**src/rtl/dcache_dm_if.sv**
```systemverilog
// SLB request/response and MC data-port signals of the direct-mapped data cache.
// The cache takes the slave view; whatever drives SLB and MC takes the master view.
interface dcache_dm_if #(
    parameter int ADDR_W = 32,
    parameter int DATA_W = 32,
    parameter int NICK_W = 4,
    parameter int LEN_W  = 3
);
    logic              rdy;
    logic              clr;
    logic              req_en;
    logic              req_ls;
    logic [ADDR_W-1:0] req_addr;
    logic [DATA_W-1:0] req_data;
    logic [LEN_W-1:0]  req_len;
    logic [NICK_W-1:0] req_nick;
    logic              req_ready;
    logic              resp_done;
    logic [DATA_W-1:0] resp_data;
    logic [NICK_W-1:0] resp_nick;
    logic              mc_en;
    logic              mc_ls;
    logic [ADDR_W-1:0] mc_addr;
    logic [DATA_W-1:0] mc_data;
    logic [LEN_W-1:0]  mc_len;
    logic              mc_busy;
    logic              mc_done;
    logic [DATA_W-1:0] mc_rdata;

    modport master (
        output rdy, clr, req_en, req_ls, req_addr, req_data, req_len, req_nick,
        input  req_ready, resp_done, resp_data, resp_nick,
        input  mc_en, mc_ls, mc_addr, mc_data, mc_len,
        output mc_busy, mc_done, mc_rdata
    );

    modport slave (
        input  rdy, clr, req_en, req_ls, req_addr, req_data, req_len, req_nick,
        output req_ready, resp_done, resp_data, resp_nick,
        output mc_en, mc_ls, mc_addr, mc_data, mc_len,
        input  mc_busy, mc_done, mc_rdata
    );
endinterface

```
**src/rtl/dcache_dm.sv**
```systemverilog
// Direct-mapped write-through, no-write-allocate data cache between SLB and MC.
// Latency: load hit resp_done 2 cycles after accept; miss 3 cycles plus MC time.
// Backpressure: one request in flight, req_ready only in IDLE; mc_busy stalls issue.
module dcache_dm #(
    parameter int         ADDR_W = 32,
    parameter int         DATA_W = 32,
    parameter int         NICK_W = 4,
    parameter int         LEN_W  = 3,
    parameter int         IDX_W  = 6,
    parameter logic [1:0] IO_HI  = 2'b11
) (
    input logic       clk,
    input logic       rst,
    dcache_dm_if.slave bus
);
    localparam int LINES = 1 << IDX_W;
    localparam int TAG_W = ADDR_W - IDX_W - 2;

    typedef enum logic [2:0] {S_IDLE, S_CHECK, S_ISSUE, S_WAIT, S_RESP} state_t;

    typedef struct packed {
        logic              ls;
        logic [ADDR_W-1:0] addr;
        logic [DATA_W-1:0] data;
        logic [LEN_W-1:0]  len;
        logic [NICK_W-1:0] nick;
    } req_t;

    state_t            state;
    req_t              r;
    logic              hit_q;
    logic              killed;
    logic [DATA_W-1:0] rd_q;
    logic [LINES-1:0]  valid_q;
    logic [TAG_W-1:0]  tag_arr  [LINES];
    logic [DATA_W-1:0] data_arr [LINES];

    logic [IDX_W-1:0]  idx;
    logic [TAG_W-1:0]  tag;
    logic [4:0]        sh;
    logic [DATA_W-1:0] len_mask;
    logic [DATA_W-1:0] line_rd;
    logic [DATA_W-1:0] wr_mask;
    logic [DATA_W-1:0] merged;
    logic              bypass;
    logic              hit;
    logic              arr_we;
    logic [DATA_W-1:0] arr_wd;

    assign idx     = r.addr[IDX_W+1:2];
    assign tag     = r.addr[ADDR_W-1:IDX_W+2];
    assign sh      = {r.addr[1:0], 3'b000};
    assign line_rd = data_arr[idx];
    assign wr_mask = len_mask << sh;
    assign merged  = (line_rd & ~wr_mask) | ((r.data << sh) & wr_mask);
    assign bypass  = (r.addr[17:16] == IO_HI)
                   || (r.len == LEN_W'(2) && r.addr[0])
                   || (r.len == LEN_W'(4) && r.addr[1:0] != 2'b00);
    assign hit     = !bypass && valid_q[idx] && (tag_arr[idx] == tag);

    // clr blocks acceptance in the same cycle so a flushed request never enters
    assign bus.req_ready = bus.rdy && (state == S_IDLE) && !bus.clr && !rst;

    always_comb begin
        case (r.len)
            LEN_W'(1): len_mask = DATA_W'(8'hFF);
            LEN_W'(2): len_mask = DATA_W'(16'hFFFF);
            default:   len_mask = '1;
        endcase
    end

    always_comb begin
        arr_we = 1'b0;
        arr_wd = bus.mc_rdata;
        if (state == S_WAIT && bus.mc_done) begin
            if (!r.ls && !bypass) begin
                arr_we = 1'b1;
            end else if (r.ls && hit_q) begin
                arr_we = 1'b1;
                arr_wd = merged;
            end
        end
    end

    always_ff @(posedge clk) begin
        if (!rst && bus.rdy && arr_we) begin
            data_arr[idx] <= arr_wd;
            tag_arr[idx]  <= tag;
        end
    end

    always_ff @(posedge clk) begin
        if (rst) begin
            state         <= S_IDLE;
            r             <= '0;
            hit_q         <= 1'b0;
            killed        <= 1'b0;
            rd_q          <= '0;
            valid_q       <= '0;
            bus.resp_done <= 1'b0;
            bus.resp_data <= '0;
            bus.resp_nick <= '0;
            bus.mc_en     <= 1'b0;
            bus.mc_ls     <= 1'b0;
            bus.mc_addr   <= '0;
            bus.mc_data   <= '0;
            bus.mc_len    <= '0;
        end else if (bus.rdy) begin
            bus.resp_done <= 1'b0;
            bus.mc_en     <= 1'b0;
            case (state)
                S_IDLE: begin
                    if (bus.req_en && bus.req_ready) begin
                        r.ls   <= bus.req_ls;
                        r.addr <= bus.req_addr;
                        r.data <= bus.req_data;
                        r.len  <= bus.req_len;
                        r.nick <= bus.req_nick;
                        killed <= 1'b0;
                        state  <= S_CHECK;
                    end
                end
                S_CHECK: begin
                    if (bus.clr && !r.ls) begin
                        state <= S_IDLE;
                    end else if (!r.ls && hit) begin
                        rd_q  <= (line_rd >> sh) & len_mask;
                        state <= S_RESP;
                    end else begin
                        hit_q <= hit;
                        state <= S_ISSUE;
                    end
                end
                S_ISSUE: begin
                    if (bus.clr && !r.ls) begin
                        state <= S_IDLE;
                    end else if (!bus.mc_busy) begin
                        bus.mc_en   <= 1'b1;
                        bus.mc_ls   <= r.ls;
                        bus.mc_data <= r.ls ? r.data : '0;
                        if (!r.ls && !bypass) begin
                            bus.mc_addr <= {r.addr[ADDR_W-1:2], 2'b00};
                            bus.mc_len  <= LEN_W'(4);
                        end else begin
                            bus.mc_addr <= r.addr;
                            bus.mc_len  <= r.len;
                        end
                        state <= S_WAIT;
                    end
                end
                S_WAIT: begin
                    // a flushed load still waits for its fill; only the response is dropped
                    if (bus.mc_done) begin
                        if (!r.ls && !bypass) valid_q[idx] <= 1'b1;
                        if (r.ls)        rd_q <= '0;
                        else if (bypass) rd_q <= bus.mc_rdata & len_mask;
                        else             rd_q <= (bus.mc_rdata >> sh) & len_mask;
                        state <= (!r.ls && (killed || bus.clr)) ? S_IDLE : S_RESP;
                    end else if (bus.clr && !r.ls) begin
                        killed <= 1'b1;
                    end
                end
                S_RESP: begin
                    bus.resp_done <= !(bus.clr && !r.ls);
                    bus.resp_data <= rd_q;
                    bus.resp_nick <= r.nick;
                    state         <= S_IDLE;
                end
                default: state <= S_IDLE;
            endcase
        end
    end
endmodule

```
**src/flat_wrapper.sv**
```systemverilog
// flat-port wrapper written by rule: the top's interface ports become plain ports
module dcache_dm_flat 
#(
    parameter int         ADDR_W = 32,
    parameter int         DATA_W = 32,
    parameter int         NICK_W = 4,
    parameter int         LEN_W  = 3,
    parameter int         IDX_W  = 6,
    parameter logic [1:0] IO_HI  = 2'b11
)
  (clk, rst, bus_rdy, bus_clr, bus_req_en, bus_req_ls, bus_req_addr, bus_req_data, bus_req_len, bus_req_nick, bus_req_ready, bus_resp_done, bus_resp_data, bus_resp_nick, bus_mc_en, bus_mc_ls, bus_mc_addr, bus_mc_data, bus_mc_len, bus_mc_busy, bus_mc_done, bus_mc_rdata);
  dcache_dm_if #(.ADDR_W(ADDR_W), .DATA_W(DATA_W), .NICK_W(NICK_W), .LEN_W(LEN_W)) bus_i ();
  input logic clk;
  input logic rst;
  input wire logic [$bits(bus_i.rdy)-1:0] bus_rdy;
  input wire logic [$bits(bus_i.clr)-1:0] bus_clr;
  input wire logic [$bits(bus_i.req_en)-1:0] bus_req_en;
  input wire logic [$bits(bus_i.req_ls)-1:0] bus_req_ls;
  input wire logic [$bits(bus_i.req_addr)-1:0] bus_req_addr;
  input wire logic [$bits(bus_i.req_data)-1:0] bus_req_data;
  input wire logic [$bits(bus_i.req_len)-1:0] bus_req_len;
  input wire logic [$bits(bus_i.req_nick)-1:0] bus_req_nick;
  output wire logic [$bits(bus_i.req_ready)-1:0] bus_req_ready;
  output wire logic [$bits(bus_i.resp_done)-1:0] bus_resp_done;
  output wire logic [$bits(bus_i.resp_data)-1:0] bus_resp_data;
  output wire logic [$bits(bus_i.resp_nick)-1:0] bus_resp_nick;
  output wire logic [$bits(bus_i.mc_en)-1:0] bus_mc_en;
  output wire logic [$bits(bus_i.mc_ls)-1:0] bus_mc_ls;
  output wire logic [$bits(bus_i.mc_addr)-1:0] bus_mc_addr;
  output wire logic [$bits(bus_i.mc_data)-1:0] bus_mc_data;
  output wire logic [$bits(bus_i.mc_len)-1:0] bus_mc_len;
  input wire logic [$bits(bus_i.mc_busy)-1:0] bus_mc_busy;
  input wire logic [$bits(bus_i.mc_done)-1:0] bus_mc_done;
  input wire logic [$bits(bus_i.mc_rdata)-1:0] bus_mc_rdata;
  assign bus_i.rdy = bus_rdy;
  assign bus_i.clr = bus_clr;
  assign bus_i.req_en = bus_req_en;
  assign bus_i.req_ls = bus_req_ls;
  assign bus_i.req_addr = bus_req_addr;
  assign bus_i.req_data = bus_req_data;
  assign bus_i.req_len = bus_req_len;
  assign bus_i.req_nick = bus_req_nick;
  assign bus_req_ready = bus_i.req_ready;
  assign bus_resp_done = bus_i.resp_done;
  assign bus_resp_data = bus_i.resp_data;
  assign bus_resp_nick = bus_i.resp_nick;
  assign bus_mc_en = bus_i.mc_en;
  assign bus_mc_ls = bus_i.mc_ls;
  assign bus_mc_addr = bus_i.mc_addr;
  assign bus_mc_data = bus_i.mc_data;
  assign bus_mc_len = bus_i.mc_len;
  assign bus_i.mc_busy = bus_mc_busy;
  assign bus_i.mc_done = bus_mc_done;
  assign bus_i.mc_rdata = bus_mc_rdata;
  dcache_dm #(.ADDR_W(ADDR_W), .DATA_W(DATA_W), .NICK_W(NICK_W), .LEN_W(LEN_W), .IDX_W(IDX_W), .IO_HI(IO_HI)) u_core (.clk(clk), .rst(rst), .bus(bus_i));
endmodule
```
**config.mk**
```make
export PLATFORM = sky130hd
export DESIGN_NAME = dcache_dm_flat
export DESIGN_NICKNAME = d
export VERILOG_FILES = /design/src/rtl/dcache_dm_if.sv /design/src/rtl/dcache_dm.sv /design/src/flat_wrapper.sv
export SDC_FILE = /design/constraint.sdc
export NUM_CORES = 2
export LEC_CHECK = 0
export CAP_MARGIN = 20
export CORE_MARGIN = 1
export CORE_UTILIZATION = 50
export DETAILED_ROUTE_END_ITERATION = 12
export PLACE_DENSITY_LB_ADDON = 0.08
export SLEW_MARGIN = 20
export SYNTH_ARGS = -nofsm -noshare
export SYNTH_HDL_FRONTEND = slang
export SYNTH_SLANG_ARGS = --single-unit
```
**constraint.sdc**
```tcl
create_clock -name clk -period 6.3 [get_ports clk]
set_clock_uncertainty 0.15 [all_clocks]
set_input_delay 1.26 -clock clk [delete_from_list [all_inputs] [get_ports clk]]
set_output_delay 1.26 -clock clk [all_outputs]
set_load 0.05 [all_outputs]
```
==> results.toml <==
[run_status]
status = "finished clean"

[detailed_routing]
ant_nets = 0
post_drt_wl_per_cell_um = 39.8
viasPerCell = 6.68
vias = 82200
wl_mm = 490
drt_pass1_iterations = 6
drtIter0Drc = 12400
drc = 0

[logic_synthesis]
synthCells = 7482
synthMuxAreaShare_pct = 16.5
synth_commonest_cells = "edfxtp_1, mux4_2, nand2_1, a21oi_1, mux2i_1"
yosysTopAreaCellShare_pct = 71.7
synthXorXnorAreaFrac_pct = 0.123
synthesis.nets = 7593
yosysMostFrequentCell = "edfxtp_1"
ys_seq_area_share_pct = 75.5
ys_types = 72
synth_fa_ha_area_share_pct = 0
synth_compound_area_share_pct = 3.26
synthSimpleGateAreaFrac_pct = 2.97
synth_warnings = 0
synth_top_family_by_area = "multiplexers"
yosys.area.top_type = "edfxtp_1"
postSynthAreaPerCell_um2 = 20.1
synth.cell_area_um2 = 150000
ys_seq_elements = 3869
synth_edf_count = 3584
ys_async_sr_fraction_pct = 0
synth_area_leaders = "edfxtp_1, mux4_2, dfxtp_1"
ys.flop_type = "edfxtp_1"

[cells_and_area]
drive_above_1_share_pct = 24.6
nNetsFinal = 8146
final-instance-count-excl-fill = 12300
areaGrowthSynthToFinish_pct = 15.1

[timing]
whs_ns = 0.295
fin_crit_sh_pct = 91.9
rsz0062_at_grt = "false"
max_slew_margin_pct = 21.8
max_clock_freq_mhz = 173
tightest_slew_ns = 1.17
drv_slew = 0
finalWorstSetupSlack_ns = 0.509
post-route-min-period_ns = 5.79
finalSetupTns_ns = 0
setup_viol_count_final = 0
report.final.hold_viol_count = 0

[critical_path]
cpMostUsedCell = "buf_4"
max_stage_delay_ns = 0.91
start_kind = "flip-flop"
criticalPathCategory = "reg2reg"
reg2reg_depth = 15
arrival_ns = 6.50
worst-path-max-fanout = 31
crit_family = "simple AND/OR/NAND/NOR gates"
endpoint_kind = "flip-flop"
path_depth = 15
path_cells = "nand2b_1 -> nor2_1 -> buf_4 -> nand3_1 -> o21ai_0 -> nor3_1 -> xor2_1 -> o311ai_1 -> buf_4 -> nor3_1 -> buf_4 -> a31oi_2 -> nand2b_1 -> buf_12 -> a21oi_1"
path_buf_inv = 4
slowest_stage = "nand2b_1"
crit_required_ns = 7.00

[placement]
dp_cells = 11600
post-place-ws_ns = 0.607
io_buffers = 217
post-dp-hpwl_mm = 271
gp_congestion = 0.923

[clock_tree]
post_cts_buffers = 0
tritoncts = "yes"
root_buffer = "clkbuf_16"
htree_levels = 5
cts_made_buffers = 395
cts_buffer_depth = 4
cts_sinks = 3869
clkLatencyLatePin_ns = 0.97
cts_resized = 0
cts-hold-fix-buffers = 0
clkTransAtPathRegs_ns = 0.06

[grt]
grt_pass1_wl_mm = 666
track_usage_pct = 32.4
grt_pass1_vias = 79500
grt_max_degree = 136
antenna_found_initial = 23
overflow = 0

[min_path]
holdCritPathClass = "reg2reg"
hold_depth = 2
hp-start = "u_core.rd_q[7]$_SDFFE_PP0P_"

[floorplanning]
die_w_um = 550
dieArea_um2 = 302000
rows = 200
pin_count = 218
initial_core_util_pct = 50.4
core_area_um2 = 298000
die_h_um = 550

[run]
drv_cap = 0

[power_and_ir_drop]
p_leak_uw = 0.0519
p_per_area_nw_per_um2 = 301
ir_drop_uv = 268
-- sequential cells by signal (all words and copies together) (netlist names), named ones only --
register and flops:
u_core.bus.resp_nick 4, u_core.bus.mc_addr 32, u_core.valid_q 64, u_core.bus.mc_len 3, u_core.bus.mc_data 32, u_core.bus.mc_en 1, u_core.r 66, u_core.tag_arr 1536
u_core.bus.mc_ls 1, u_core.bus.resp_done 1, u_core.rd_q 32, u_core.hit_q 1, u_core.idx 6, u_core.state 3, u_core.killed 1, u_core.data_arr 2048
u_core.bus.resp_data 32
-- metal layers --
metal	vias up	part of all wire (%)	routed length [um]	GRT usage [%]
li1	31900	-	-	-
met1	44700	39	193000	45.6
met3	840	8.4	41300	4.73
met2	4745	48	235000	51.8
met5	-	0.0094	46	0
met4	6	4.1	20100	11.8
-- cell usage in the layout (no fill, tap or decap), drive strengths merged, types with 12 or more instances in the layout --
cell / count
or2: 14
clkdlybuf4s50: 216
dfxtp: 285
o21ai: 118
nor2b: 41
mux2: 43
edfxtp: 3584
clkinvlp: 14
nand3: 87
nand2: 485
nor2: 231
nor3: 43
a31oi: 28
a22oi: 136
mux2i: 332
a22o: 14
and2: 13
nand2b: 23
bufinv: 22
a21oi: 336
o2111ai: 12
diode: 16
buf: 379
a221oi: 27
inv: 50
nand4: 26
clkbuf: 514
nor3b: 13
mux4: 932
o22ai: 23
clkinv: 157
xnor2: 14
o221ai: 12
-- worst paths after layout --
kind,to,slack (ns)
hold / removal,u_core.rd_q[7]$_SDFFE_PP0P_,0.30
setup reg to reg,u_core.rd_q[22]$_SDFFE_PP0P_,0.51
setup / recovery,u_core.rd_q[22]$_SDFFE_PP0P_,0.51
hold reg to reg,u_core.rd_q[7]$_SDFFE_PP0P_,0.30
-- kinds of logic (layout without fill, tap and decap cells) --
family          count (synthesis)  in the layout
mux                          1307           1307
other cells                     0             16
xor+xnor                       21             21
simple gates                 1016           1016
flops                        3869           3869
buf+inv                       479           1352
compound gates                790            790
-- layout make-up --
class	instances	area (um2)
Multi-Input combinational cell	3134	35300
Sequential cell	3869	113000
Fill cell	22000	125000
Inverter	39	156
Clock buffer	513	10600
Timing Repair Buffer	596	6550
Clock inverter	204	1720
Tap cell	3939	4930
Antenna cell	16	40.0
-- worst register-to-register path, cell delays in order, from the launching register on --
cell      delay, ns
dfxtp_4        0.76
nand2b_1       0.93
nor2_1         0.28
buf_4          0.29
nand3_1        0.15
o21ai_0        0.10
nor3_1         0.28
xor2_1         0.50
o311ai_1       0.30
buf_4          0.21
nor3_1         0.67
buf_4          0.25
a31oi_2        0.20
nand2b_1       0.26
buf_12         0.18
a21oi_1        0.18
-- stage by stage --
stage / area, um2 / power [uW] / util [%]
floorplan: 150000 / 29300 / -
global placement: 160000 / 29800 / 53.7
detailed placement: 160000 / 29800 / 53.8
CTS: 173000 / 52200 / 58.0
global route: 173000 / 53100 / 58.0
finish: 173000 / 51900 / 58.0
-- power breakdown --
group          total, uW  switching (uW)  internal (uW)
clock network      22700            9900          12800
registers          28000            43.5          27900
logic               1310             834            477
No activity file was read; power rests on OpenSTA's default activity.
